**src/rtl/seq_divider.sv**
```systemverilog
// Multi-cycle restoring divider: one shift/subtract step per clock, start/busy/done handshake.
// Define SIGNED_DIV_EN for two's-complement operands (magnitude divide, signs fixed on finish).
module seq_divider #(
  parameter int WIDTH = 16
) (
  input  logic             clk,
  input  logic             rst_n,
  input  logic             start,
  input  logic [WIDTH-1:0] dividend,
  input  logic [WIDTH-1:0] divisor,
  output logic [WIDTH-1:0] quotient,
  output logic [WIDTH-1:0] remainder,
  output logic             busy,
  output logic             done,
  output logic             div_by_zero
);

  localparam int CW = $clog2(WIDTH + 1);
  localparam logic [CW-1:0] LAST = CW'(WIDTH - 1);

  typedef enum logic [1:0] {IDLE, RUN, FINISH} state_e;

  state_e           state_q, state_d;
  logic [CW-1:0]    cnt_q, cnt_d;
  logic [WIDTH-1:0] wq_q, wq_d;
  logic [WIDTH:0]   prem_q, prem_d;
  logic [WIDTH-1:0] dvs_q, dvs_d;
  logic [WIDTH-1:0] quot_q, quot_d;
  logic [WIDTH-1:0] rem_q, rem_d;
  logic             zero_q, zero_d;
  logic             dbz_q, dbz_d;
`ifdef SIGNED_DIV_EN
  logic             neg_quot_q, neg_quot_d;
  logic             neg_rem_q, neg_rem_d;
`endif

  logic [WIDTH-1:0] a_mag, b_mag, wq_n, q_res, r_res;
  logic [WIDTH+1:0] prem_s, diff;
  logic [WIDTH:0]   prem_n;

  always_comb begin
    state_d = state_q;
    cnt_d   = cnt_q;
    wq_d    = wq_q;
    prem_d  = prem_q;
    dvs_d   = dvs_q;
    quot_d  = quot_q;
    rem_d   = rem_q;
    zero_d  = zero_q;
    dbz_d   = dbz_q;
`ifdef SIGNED_DIV_EN
    neg_quot_d = neg_quot_q;
    neg_rem_d  = neg_rem_q;
    a_mag = dividend[WIDTH-1] ? -dividend : dividend;
    b_mag = divisor[WIDTH-1]  ? -divisor  : divisor;
`else
    a_mag = dividend;
    b_mag = divisor;
`endif

    // One restoring step; a negative trial difference keeps the shifted remainder.
    prem_s = {prem_q, wq_q[WIDTH-1]};
    diff   = prem_s - {2'b00, dvs_q};
    wq_n   = {wq_q[WIDTH-2:0], ~diff[WIDTH+1]};
    prem_n = diff[WIDTH+1] ? prem_s[WIDTH:0] : diff[WIDTH:0];

`ifdef SIGNED_DIV_EN
    q_res = neg_quot_q ? -wq_n : wq_n;
    r_res = neg_rem_q  ? -prem_n[WIDTH-1:0] : prem_n[WIDTH-1:0];
`else
    q_res = wq_n;
    r_res = prem_n[WIDTH-1:0];
`endif

    case (state_q)
      RUN: begin
        wq_d   = wq_n;
        prem_d = prem_n;
        cnt_d  = cnt_q + CW'(1);
        if (cnt_q == LAST) begin
          state_d = FINISH;
          if (zero_q) begin
            quot_d = '1;
            rem_d  = wq_q;
            dbz_d  = 1'b1;
          end else begin
            quot_d = q_res;
            rem_d  = r_res;
            dbz_d  = 1'b0;
          end
        end
      end
      default: begin
        state_d = IDLE;
        if (start) begin
          state_d = RUN;
          prem_d  = '0;
          dvs_d   = b_mag;
`ifdef SIGNED_DIV_EN
          neg_quot_d = dividend[WIDTH-1] ^ divisor[WIDTH-1];
          neg_rem_d  = dividend[WIDTH-1];
`endif
          // A zero divisor spends a single RUN cycle so done lands one edge after start.
          if (divisor == '0) begin
            zero_d = 1'b1;
            wq_d   = dividend;
            cnt_d  = LAST;
          end else begin
            zero_d = 1'b0;
            wq_d   = a_mag;
            cnt_d  = '0;
          end
        end
      end
    endcase
  end

  always_ff @(posedge clk or negedge rst_n) begin
    if (!rst_n) begin
      state_q <= IDLE;
      cnt_q   <= '0;
      wq_q    <= '0;
      prem_q  <= '0;
      dvs_q   <= '0;
      quot_q  <= '0;
      rem_q   <= '0;
      zero_q  <= 1'b0;
      dbz_q   <= 1'b0;
`ifdef SIGNED_DIV_EN
      neg_quot_q <= 1'b0;
      neg_rem_q  <= 1'b0;
`endif
    end else begin
      state_q <= state_d;
      cnt_q   <= cnt_d;
      wq_q    <= wq_d;
      prem_q  <= prem_d;
      dvs_q   <= dvs_d;
      quot_q  <= quot_d;
      rem_q   <= rem_d;
      zero_q  <= zero_d;
      dbz_q   <= dbz_d;
`ifdef SIGNED_DIV_EN
      neg_quot_q <= neg_quot_d;
      neg_rem_q  <= neg_rem_d;
`endif
    end
  end

  assign quotient    = quot_q;
  assign remainder   = rem_q;
  assign div_by_zero = dbz_q;
  assign busy        = (state_q == RUN);
  assign done        = (state_q == FINISH);

endmodule

```
**config.mk**
```make
export PLATFORM = sky130hd
export DESIGN_NAME = seq_divider
export DESIGN_NICKNAME = d
export VERILOG_FILES = /design/src/rtl/seq_divider.sv
export SDC_FILE = /design/constraint.sdc
export NUM_CORES = 1
export LEC_CHECK = 0
export ABC_AREA = 1
export BUFFER_PORTS_ARGS = -buffer_cell sky130_fd_sc_hd__buf_2
export CORE_MARGIN = 10
export CORE_UTILIZATION = 50
export CTS_BUF_LIST = sky130_fd_sc_hd__clkbuf_4
export DETAILED_ROUTE_END_ITERATION = 7
export PLACE_DENSITY = 0.8
export REMOVE_ABC_BUFFERS = 1
export SKIP_CTS_REPAIR_TIMING = 1
export SLEW_MARGIN = 30
export SYNTH_ARGS = -nofsm -noshare
export SYNTH_HDL_FRONTEND = slang
export SYNTH_SLANG_ARGS = --single-unit
```
**constraint.sdc**
```tcl
create_clock -name clk -period 2.4 [get_ports clk]
set_input_delay 0.48 -clock clk [delete_from_list [all_inputs] [get_ports clk]]
set_output_delay 0.48 -clock clk [all_outputs]
set_load 0.005 [all_outputs]
```
Yosys cells after proc, flatten, opt, wreduce, memory -nomap -nowiden
Index checks and enable logic that the tools add are counted.
Widths: inputs -> output; s select.
{ "totals": {"register_bits": 90, "latchBits": 0, "mem_bits_rw": 0, "mem_bits_ro": 0, "inputBits": 35, "output_inout_bits": 35, "elab_cells": 36, "memories": 0} }
{ "classes": {"n_addsub": 2, "multipliers": 0, "div_mod_pow": 0, "order_cmp": 0, "eq_ne": 4, "n_shift": 0, "mux": 15, "bitwise": 2, "n_reduce_logical": 4} }
{ "op_table": {"columns": ["operator", "n"], "rows": [
  ["$mux 16", 4],
  ["$mux 17", 3],
  ["$sub 18x16->18", 1],
  ["$logic_not 16->1", 1],
  ["$mux 5", 2],
  ["$add 5x1->5 const B", 1],
  ["$eq 5x4->1 const B", 1],
  ["$mux 2", 2],
  ["$mux 4", 1],
  ["$reduce_and 2->1", 2],
  ["$mux 1", 3],
  ["$eq 2x1->1 const B", 1],
  ["$eq 2x2->1 const B", 1],
  ["$ne 2x1->1 const B", 1],
  ["$not 1->1", 2],
  ["$reduce_bool 2->1", 1]
]} }

Logic depth before layout (Yosys ltp)
Gate-level depths: netlist of the first run.
{ "depth": {"depth_word": 4, "ltp_mapped": 16, "depth_no_buf": 15} }

Worst setup path after synthesis of the first run
No wires, ideal clock.
{ "synth_timing": {"path_type": "reg2reg", "startpoint": "register wq_q[15]", "endpoint": "register rem_q[14], in the netlist remainder[14]", "setup_time_ns": 0.121, "arrival_time_ns": 1.811, "path_slack_ns": 0.467, "stages_incl_launch_ff": 16, "n_path_buf": 0, "synth_period_minus_slack_ns": 1.933, "path_cell_list": "dfrtp_1 > inv_1 > ha_1 > fa_1 > inv_1 > nand2_1 > nand3_1 > nand2_1 > o21bai_1 > nand2_1 > nand2_1 > nand2_1 > nand2_1 > nand2_1 > nand3_1 > nand2_1"} }
{ "synth_via": {"elab_chain_len": 3} }
{ "synth_lines": {"columns": ["element", "line", "rtl"], "rows": [
  ["start: declaration", "25", "logic [WIDTH-1:0] wq_q, wq_d;"],
  ["start signal: assignment", "136", "wq_q <= wq_d;"],
  ["$sub 18x16->18", "63", "diff = prem_s - {2'b00, dvs_q};"],
  ["$mux 17", "65", "prem_n = diff[WIDTH+1] ? prem_s[WIDTH:0] : diff[WIDTH:0];"],
  ["$mux 16", "82", "if (zero_q) begin"],
  ["end signal: assignment", "140", "rem_q <= rem_d;"],
  ["end: declaration", "29", "logic [WIDTH-1:0] rem_q, rem_d;"]
]} }
No other way between the ends.
A chain may end at the register's enable or synchronous reset.

Worst setup path after layout of the first run
{ "layout_timing": {"startpoint": "register wq_q[15]", "endpoint": "register prem_q[14]"} }
{ "layout_via": {"elab_chain_len": 3} }
{ "layout_lines": {"columns": ["element", "line", "rtl"], "rows": [
  ["$sub 18x16->18", "63", null],
  ["$mux 17", "65", null],
  ["$mux 17", "75", "case (state_q)"],
  ["end signal: assignment", "137", "prem_q <= prem_d;"],
  ["end: declaration", "26", "logic [WIDTH:0] prem_q, prem_d;"]
]} }
No other way between the ends.

==> results of run 1 <==
[power by group]
part           switching, W  internal, W  total (W)
sequential         0.000562      0.00225    0.00282
clock              0.000563     0.000327   0.000890
combinational       0.00349      0.00212    0.00561
[worst min-delay path, cell delays in order]
cell and delay, ns:
buf_2 0.07, nand2_1 0.04, nand3_1 0.07
[area by class of cell]
| type | count | share of cell area [%] |
|---|---|---|
| clock buffers | 9 | 1.18 |
| repair buffers | 82 | 8.05 |
| flip-flops and latches | 90 | 39.4 |
| well taps | 133 | 2.91 |
| clock inverters | 7 | 1.31 |
| inverters | 95 | 6.23 |
| multi-input cells | 469 | 41.0 |
[layout by cell type (no fill, tap or decap), types with 2 or more instances in the layout]
cell type / instances
nand3_1: 82
ha_1: 18
buf_2: 68
clkinv_2: 2
inv_2: 4
inv_1: 89
xnor2_1: 5
nand2_2: 5
and2_1: 3
a21oi_1: 14
clkbuf_4: 9
nand4_1: 6
xor2_1: 3
buf_4: 12
dfrtp_1: 90
o211ai_1: 3
clkinv_1: 2
o21ai_0: 35
nor2_2: 4
a22oi_1: 16
nor2_1: 33
inv_6: 3
nand2_4: 2
nand2_1: 224
a2bb2oi_1: 2
[state kept, by name (all words and copies together) (netlist names)]
name / count
remainder: 16
div_by_zero: 1
quotient: 16
zero_q: 1
prem_q: 17
state_q: 2
wq_q: 16
cnt_q: 5
dvs_q: 16
[routing by layer]
layer / wire length (um) / up-vias / GRT usage [%]
met1: 5690 / 2162 / 22.3
met4: 293 / 0 / 6.18
met5: 0 / - / 0
li1: - / 2294 / -
met2: 6340 / 131 / 31.0
met3: 700 / 18 / 4.47
[logic make-up after synthesis]
family | count (synthesis) | share of synthesized area [%]
adder cells (fa/ha/maj) | 19 | 4.86
AND/OR/NAND/NOR | 365 | 31.0
flip-flops | 90 | 44.6
buffers and inverters | 117 | 9.08
AO/OA/AOI/OAI | 77 | 9.03
XOR/XNOR | 8 | 1.39
[through the flow]
| step | worst slack, ns | hold slack, ns |
|---|---|---|
| finish | 0.152 | 0.212 |
| CTS | 0.0378 | -0.0301 |
| floorplan | -0.0359 | 0.184 |
| detailed placement | 0.128 | 0.468 |
| global placement | 0.172 | 0.461 |
| global route | 0.0166 | 0.200 |
[worst paths after layout]
| kind | from | end | slack, ns | cells after the start |
|---|---|---|---|---|
| min | dividend[2] | wq_q[2] | 0.21 | 3 |
| max reg2reg | wq_q[15] | prem_q[14] | 0.15 | 15 |
| max | wq_q[15] | prem_q[14] | 0.15 | 15 |
| min reg2reg | quotient[13] | quotient[13] | 0.50 | 2 |
| max in group asynchronous | rst_n | remainder[2] | 1.20 | 3 |
| min in group asynchronous | rst_n | prem_q[8] | 0.52 | 2 |
==> metrics.txt, run 1 <==
ys flop type=dfrtp_1; Cell Count Post-Placement=867; htree depth=3; # DRC=0; first-pass GRT wire length=22000 um; GPL Wtd Cong=0.906; Initial Util=51.4%; share of cells above drive strength 1=15.7%; area of the die=14500 um2; peak supply drop=0.000752 V; Worst-Margin Slew=0.752 ns; Power, Total=0.00931 W; Post-synth EDFFs=0; mean area per synthesized cell=7.46 um2; initial DRC count=334; leakage power total=3.15 nW; initial antenna violation count=0; clock latency on the worst-skew pair=0.47 ns; IO Pins=70; Yosys top cell area share=44.6%; HP Class=in -> reg; Synth Register Bits=90; f_max=0.445 GHz; synth cell count leaders=nand2_1 (224), dfrtp_1 (90), inv_1 (89); max incr delay on CP=0.38 ns; Power Density=1630 nW/um2; mapped cell area=5040 um2; ANT nets after route=0; Synth area leader=dfrtp_1; CTS root buf=clkbuf_4; worst path required time=2.76 ns; Finished Layout Cells=885; setup TNS=0 ns; vias per std cell=5.20; nets=801; clock skew=0.0232 ns; worst-case clock buffer depth=2; Tcrit/Tclk final=93.7%; Total Routing Usage GR=18.3%; Cells after Synth=676; most frequent cell after synthesis=nand2_1; I/O Buffers=69; WP data arrival=2.61 ns; CTS Buf Count=9; main area contributors after synthesis=dfrtp_1 (45%), nand2_1 (17%), nand3_1 (8.1%); largest net degree at the start of global routing=42; max-cap violations=0; Util after Layout=58.3%; Async SR Flop Fraction=100%; startpoint types=register; Pre-antenna DRT Iters=5; Max FO, Critical Path=3; CTS tree=built; fin crit period=2.25 ns; number of cell rows=36; endpoints failing setup=0; clock sinks=90; Most common cell on crit path=nand2_1; vias in the first global route=4722; Ant. Diodes=0; Core Region=9820 um2; final instance area=5720 um2; register area=2250 um2; via count=4605; clock transition at the registers of the reported paths=0.16 ns; Crit Path Class=reg -> reg; slowest stage cell, crit path=dfrtp_1; outcome=finished clean; Hold Violations, Final=0; Final HPWL DP=9830 um; cell family with most CP delay=simple AND/OR/NAND/NOR gates; critical path capture point type=register; Total Wirelength=13000 um; synth warn=0; # fillers=939; RSZ-0062 raised after global routing=false; CP Buf/Inv Count=2; global route overflow=0; count of final max-slew check failures=0; Die W=120 um; Slew HR=49.8%; Area after DPL=5560 um2; Die Y=120 um; sequential area share after synthesis=44.6%; area growth from synthesis to layout=13.4%; Netlist cell types=39; CP Cell Sequence=inv_1 -> ha_1 -> fa_2 -> inv_1 -> nand2_1 -> nand3_1 -> nand2_1 -> o21bai_2 -> nand2_1 -> nand2_1 -> nand2_1 -> nand2_1 -> nand2_1 -> nand3_1 -> nand2_1; WL per Instance=14.7 um; Multi-input gate area=2340 um2
No activity file was read; power rests on OpenSTA's default activity.
==> run 2: changes to the inputs <==
- ABC_AREA: 1 -> unset
- CTS_CLUSTER_DIAMETER: unset -> 60
==> run 2 against run 1 <==
  * The flow now finishes with violations (setup timing)
  * Global-route usage is 0.24 points lower
  * Utilization is 7.3 points higher
  * First-iteration DRC count is 2.7% lower
  * Flip-flop and latch count stayed put
  * Sequential share of layout area is 3.9 points lower
==> metrics.txt, run 2 <==
outcome=complete, but fails checks; violated checks=setup timing; mapped cell area=4910 um2; dpl ws=-0.152 ns; setup TNS=-4.76 ns; ys flop type=dfrtp_1; GPL Wtd Cong=0.973; Final HPWL DP=9530 um; clock skew=0.0184 ns; first-pass GRT wire length=21500 um; WL per Instance=18.7 um; vias in the first global route=4498; CTS Buf Count=9; initial antenna violation count=0; endpoints failing setup=34; fin crit period=2.61 ns; clock latency on the worst-skew pair=0.46 ns; max incr delay on CP=0.46 ns; startpoint types=register; R2R setup slack=-0.21 ns; HP Class=in -> reg; CP Cell Sequence=ha_1 -> nand2_2 -> buf_4 -> o21ai_0 -> a21oi_2 -> and3_4 -> nor3_4 -> clkbuf_16 -> buf_6 -> mux2i_4 -> o21ai_1; Synth area leader=dfrtp_1; commonest non-fill, non-tap cells in the layout=dfrtp_1 (90), nand2_1 (71), buf_2 (68); most frequent cell after synthesis=dfrtp_1; Cells after Synth=515; Hold Violations, Final=0; share of cells above drive strength 1=36.1%; Initial Util=50.7%; cell family with most CP delay=simple AND/OR/NAND/NOR gates; number of cell rows=36; Max FO, Critical Path=6; # fillers=756; register area=2250 um2; max-cap violations=0; via count=4374; # DRC=0; synth cell count leaders=dfrtp_1 (90), nand2_1 (74), o21ai_0 (43); Die W=119 um; main area contributors after synthesis=dfrtp_1 (46%), mux2i_1 (5.9%), nand2_1 (5.7%); Core Region=9680 um2; clock transition at the registers of the reported paths=0.14 ns; worst path required time=2.74 ns; mean area per synthesized cell=9.53 um2; clock sinks=90; IO Pins=70; Ant. Diodes=0; Yosys top cell area share=45.9%; Die Y=119 um; Netlist cell types=54; area of the die=14200 um2; commonest non-fill, non-tap cell in the layout=dfrtp_1; worst-case clock buffer depth=2; slowest stage cell, crit path=dfrtp_1; nets=686; Tcrit/Tclk final=109%; sequential area share after synthesis=45.9%; critical path capture point type=register; ANT nets after route=0; f_max=0.383 GHz; CTS tree=built; Async SR Flop Fraction=100%; count of final max-slew check failures=0; Synth Register Bits=90; Slew HR=64.5%; Multi-input gate area=2770 um2; area growth from synthesis to layout=29.4%; htree depth=3; largest net degree at the start of global routing=39; max FFs per register=17; initial DRC count=325; synth warn=0; WP data arrival=2.95 ns; final worst slack=-0.209 ns; Total Routing Usage GR=18.1%; Most flops, register=prem_q; RSZ-0062 raised after global routing=true; Crit Path Class=reg -> reg; Pre-antenna DRT Iters=8; vias per std cell=5.68; global route overflow=0; Post-synth EDFFs=0; Worst-Margin Slew=0.532 ns; CTS root buf=clkbuf_4; I/O Buffers=69; Total Wirelength=14400 um; CP Buf/Inv Count=3
## run 2: cell types whose count changed after synthesis, moves of 8 or more
cell,before,now
nand2_1,224,74
nand3_1,82,5
inv_1,89,26
mux2i_1,0,29
a21oi_1,14,32
mux2_2,0,18
a22oi_1,16,1
nand3b_1,1,14
o21ai_1,1,14
clkbuf_1,14,23
o21ai_0,35,43
o22ai_1,1,9
## run 2: worst paths after layout
path | startpoint | end | cells after the start
max in group asynchronous | rst_n | dvs_q[5] | 3
min in group asynchronous | rst_n | quotient[8] | 2
worst min register to register | quotient[13] | quotient[13] | 2
worst max register to register | prem_q[10] | prem_q[10] | 11
worst min-delay path | divisor[0] | dvs_q[0] | 2
worst max-delay path | prem_q[10] | prem_q[10] | 11
## run 2: cell type report
class / count / share of cell area (%)
multi-input combinational: 368 / 43.6
sequential: 90 / 35.5
timing repair buffer: 136 / 14.9
tap: 133 / 2.62
inverter: 27 / 1.60
clock buffer: 12 / 1.42
clock inverter: 4 / 0.414
## run 2: per-layer routing
metal  vias up  GRT usage [%]  share of wire (%)
li1       2054              -                  -
met1      2096           21.9                 40
met2       177           31.3                 51
met3        47           4.44                5.7
met4         0           4.96                3.5
met5         -              0                  0
## run 2: logic make-up (layout without fill, tap and decap cells)
group / count (synthesis) / count (layout) / synth area share (%)
adder cells (fa/ha/maj): 19 / 19 / 5.00
XOR/XNOR: 12 / 12 / 2.14
AND/OR/NAND/NOR: 155 / 155 / 15.0
flip-flops: 90 / 90 / 45.9
buffers and inverters: 57 / 179 / 4.92
AO/OA/AOI/OAI: 135 / 135 / 17.0
multiplexers: 47 / 47 / 10.0
## run 2: per-stage QoR
| step | util (%) | cell area, um2 | hold slack [ns] | cells |
|---|---|---|---|---|
| floorplan | - | 4770 | 0.184 | 485 |
| global placement | 58.7 | 5690 | 0.444 | 736 |
| detailed placement | 58.7 | 5690 | 0.451 | 736 |
| CTS | 59.9 | 5800 | -0.0492 | 752 |
| global route | 65.6 | 6350 | 0.236 | 770 |
| finish | 65.6 | 6350 | 0.268 | 770 |
Power of run 2 is left out: the tool's default activity adds up to more than one toggle a clock period on the data nets, which glitch-free logic cannot reach.
==> run 3: changes to the inputs <==
- CORE_MARGIN: 10 -> unset
- SETUP_SLACK_MARGIN: unset -> 0.3
==> run 3 against run 2 <==
  * The run still ends with setup timing left
  * Count of clock-buffer cells in the layout fell by 3
  * Critical path depth fell by 1
  * Non-clock buffer count shrank 9
  * Highest routed layer unchanged
==> metrics.txt, run 3 (synthesis gave the netlist of run 2 again) <==
Util after Layout=64.8%; initial DRC count=303; first-pass GRT wire length=19800 um; IO Pins=70; outcome=complete, but fails checks; HP Start=divisor[10]; Critical Path Start=prem_q[7]; Total Routing Usage GR=25.3%; startpoint types=register; CP Cell Sequence=ha_1 -> nand2_1 -> nor4_4 -> o21ai_4 -> and3_4 -> nor3_4 -> buf_6 -> clkbuf_16 -> mux2i_2 -> o22ai_2; slowest stage cell, crit path=dfrtp_1; final worst slack=-0.158 ns; Final HPWL DP=9020 um; hold slack final=0.245 ns; Total Wirelength=13000 um; initial antenna violation count=0; violated checks=setup timing; Ant. Diodes=0; area of the die=10200 um2; number of cell rows=35; fin crit period=2.56 ns; Pre-antenna DRT Iters=4; CTS root buf=clkbuf_4; clock latency on the worst-skew pair=0.48 ns; Finished Layout Cells=757; endpoints failing setup=32; clock sinks=90; Core Region=9370 um2; f_max=0.391 GHz; Die Y=101 um; Tcrit/Tclk final=107%; vias in the first global route=4221; Die W=101 um; Initial Util=52.3%; worst path required time=2.75 ns; Crit Path Class=reg -> reg; Most flops, register=prem_q; worst-case clock buffer depth=2; via count=4404; CTS tree=built; commonest non-fill, non-tap cell in the layout=dfrtp_1; WP data arrival=2.91 ns; HP Class=in -> reg; R2R depth=10; htree depth=3; share of cells above drive strength 1=31.4%; critical path capture point type=register; count of final max-slew check failures=0; vias per std cell=5.82; reg2reg start=prem_q[7]; ANT nets after route=0; nets=677; clock transition at the registers of the reported paths=0.16 ns; largest net degree at the start of global routing=65; global route overflow=0; max incr delay on CP=0.45 ns; # DRC=0; Worst-Margin Slew=0.543 ns; CTS Buf Count=9; setup TNS=-3.70 ns; Hold Violations, Final=0; I/O Buffers=69; Max FO, Critical Path=5; WHS Path Cells=2; Slew HR=63.6%; area growth from synthesis to layout=23.8%; GPL Wtd Cong=0.974; clock skew=0.0305 ns; commonest non-fill, non-tap cells in the layout=dfrtp_1 (90), nand2_1 (73), buf_2 (68); max FFs per register=17; Cell Count Post-Placement=733; max-cap violations=0; WL per Instance=17.2 um; RSZ-0062 raised after global routing=true
## run 3: changes by cell type in the layout (fill, tap and decap cells not counted), moves of 5 or more
cell,before,now
o21ai_2,7,1
mux2i_4,9,2
o21ai_1,11,16
mux2i_2,0,8
buf_4,58,52
ha_4,7,0
ha_1,11,17
## run 3: cell type report
type                            instances  area [um2]
Timing Repair Buffer                  127         862
Clock inverter                          7        67.6
Multi-Input combinational cell        368        2560
Clock buffer                            9        67.6
Inverter                               27         101
Tap cell                              129         161
Sequential cell                        90        2250
Fill cell                             766        3300
## run 3: worst paths after layout
kind	slack, ns	end
min in group asynchronous	0.43	quotient[13]
setup / recovery	-0.16	remainder[4]
hold / removal	0.25	dvs_q[10]
hold reg to reg	0.48	quotient[6]
max in group asynchronous	1.27	prem_q[14]
setup reg to reg	-0.16	remainder[4]
## run 3: metal layers
metal	vias up	track usage, %	share of wire [%]
met5	-	0	0
met1	2145	30.3	40
met3	54	3.40	5.1
met4	0	12.5	4.1
li1	2025	-	-
met2	180	44.5	51
## run 3: worst max-delay path: cells and delay by family, from the launching register on
family	cells	cell delay (ns)
adder cells (fa/ha/maj)	1	0.35
multiplexers	1	0.26
AO/OA/AOI/OAI	2	0.24
AND/OR/NAND/NOR	4	0.81
flip-flops	1	0.45
buffers and inverters	2	0.33
## run 3: through the flow
step	cell area (um2)	setup slack (ns)
5_1_grt	6070	-0.273
3_5_place_dp	5690	-0.148
4_1_cts	5820	-0.164
2_1_floorplan	4770	-1.61
3_3_place_gp	5690	-0.0390
6_report	6070	-0.158
Power of run 3 is left out for the same reason.
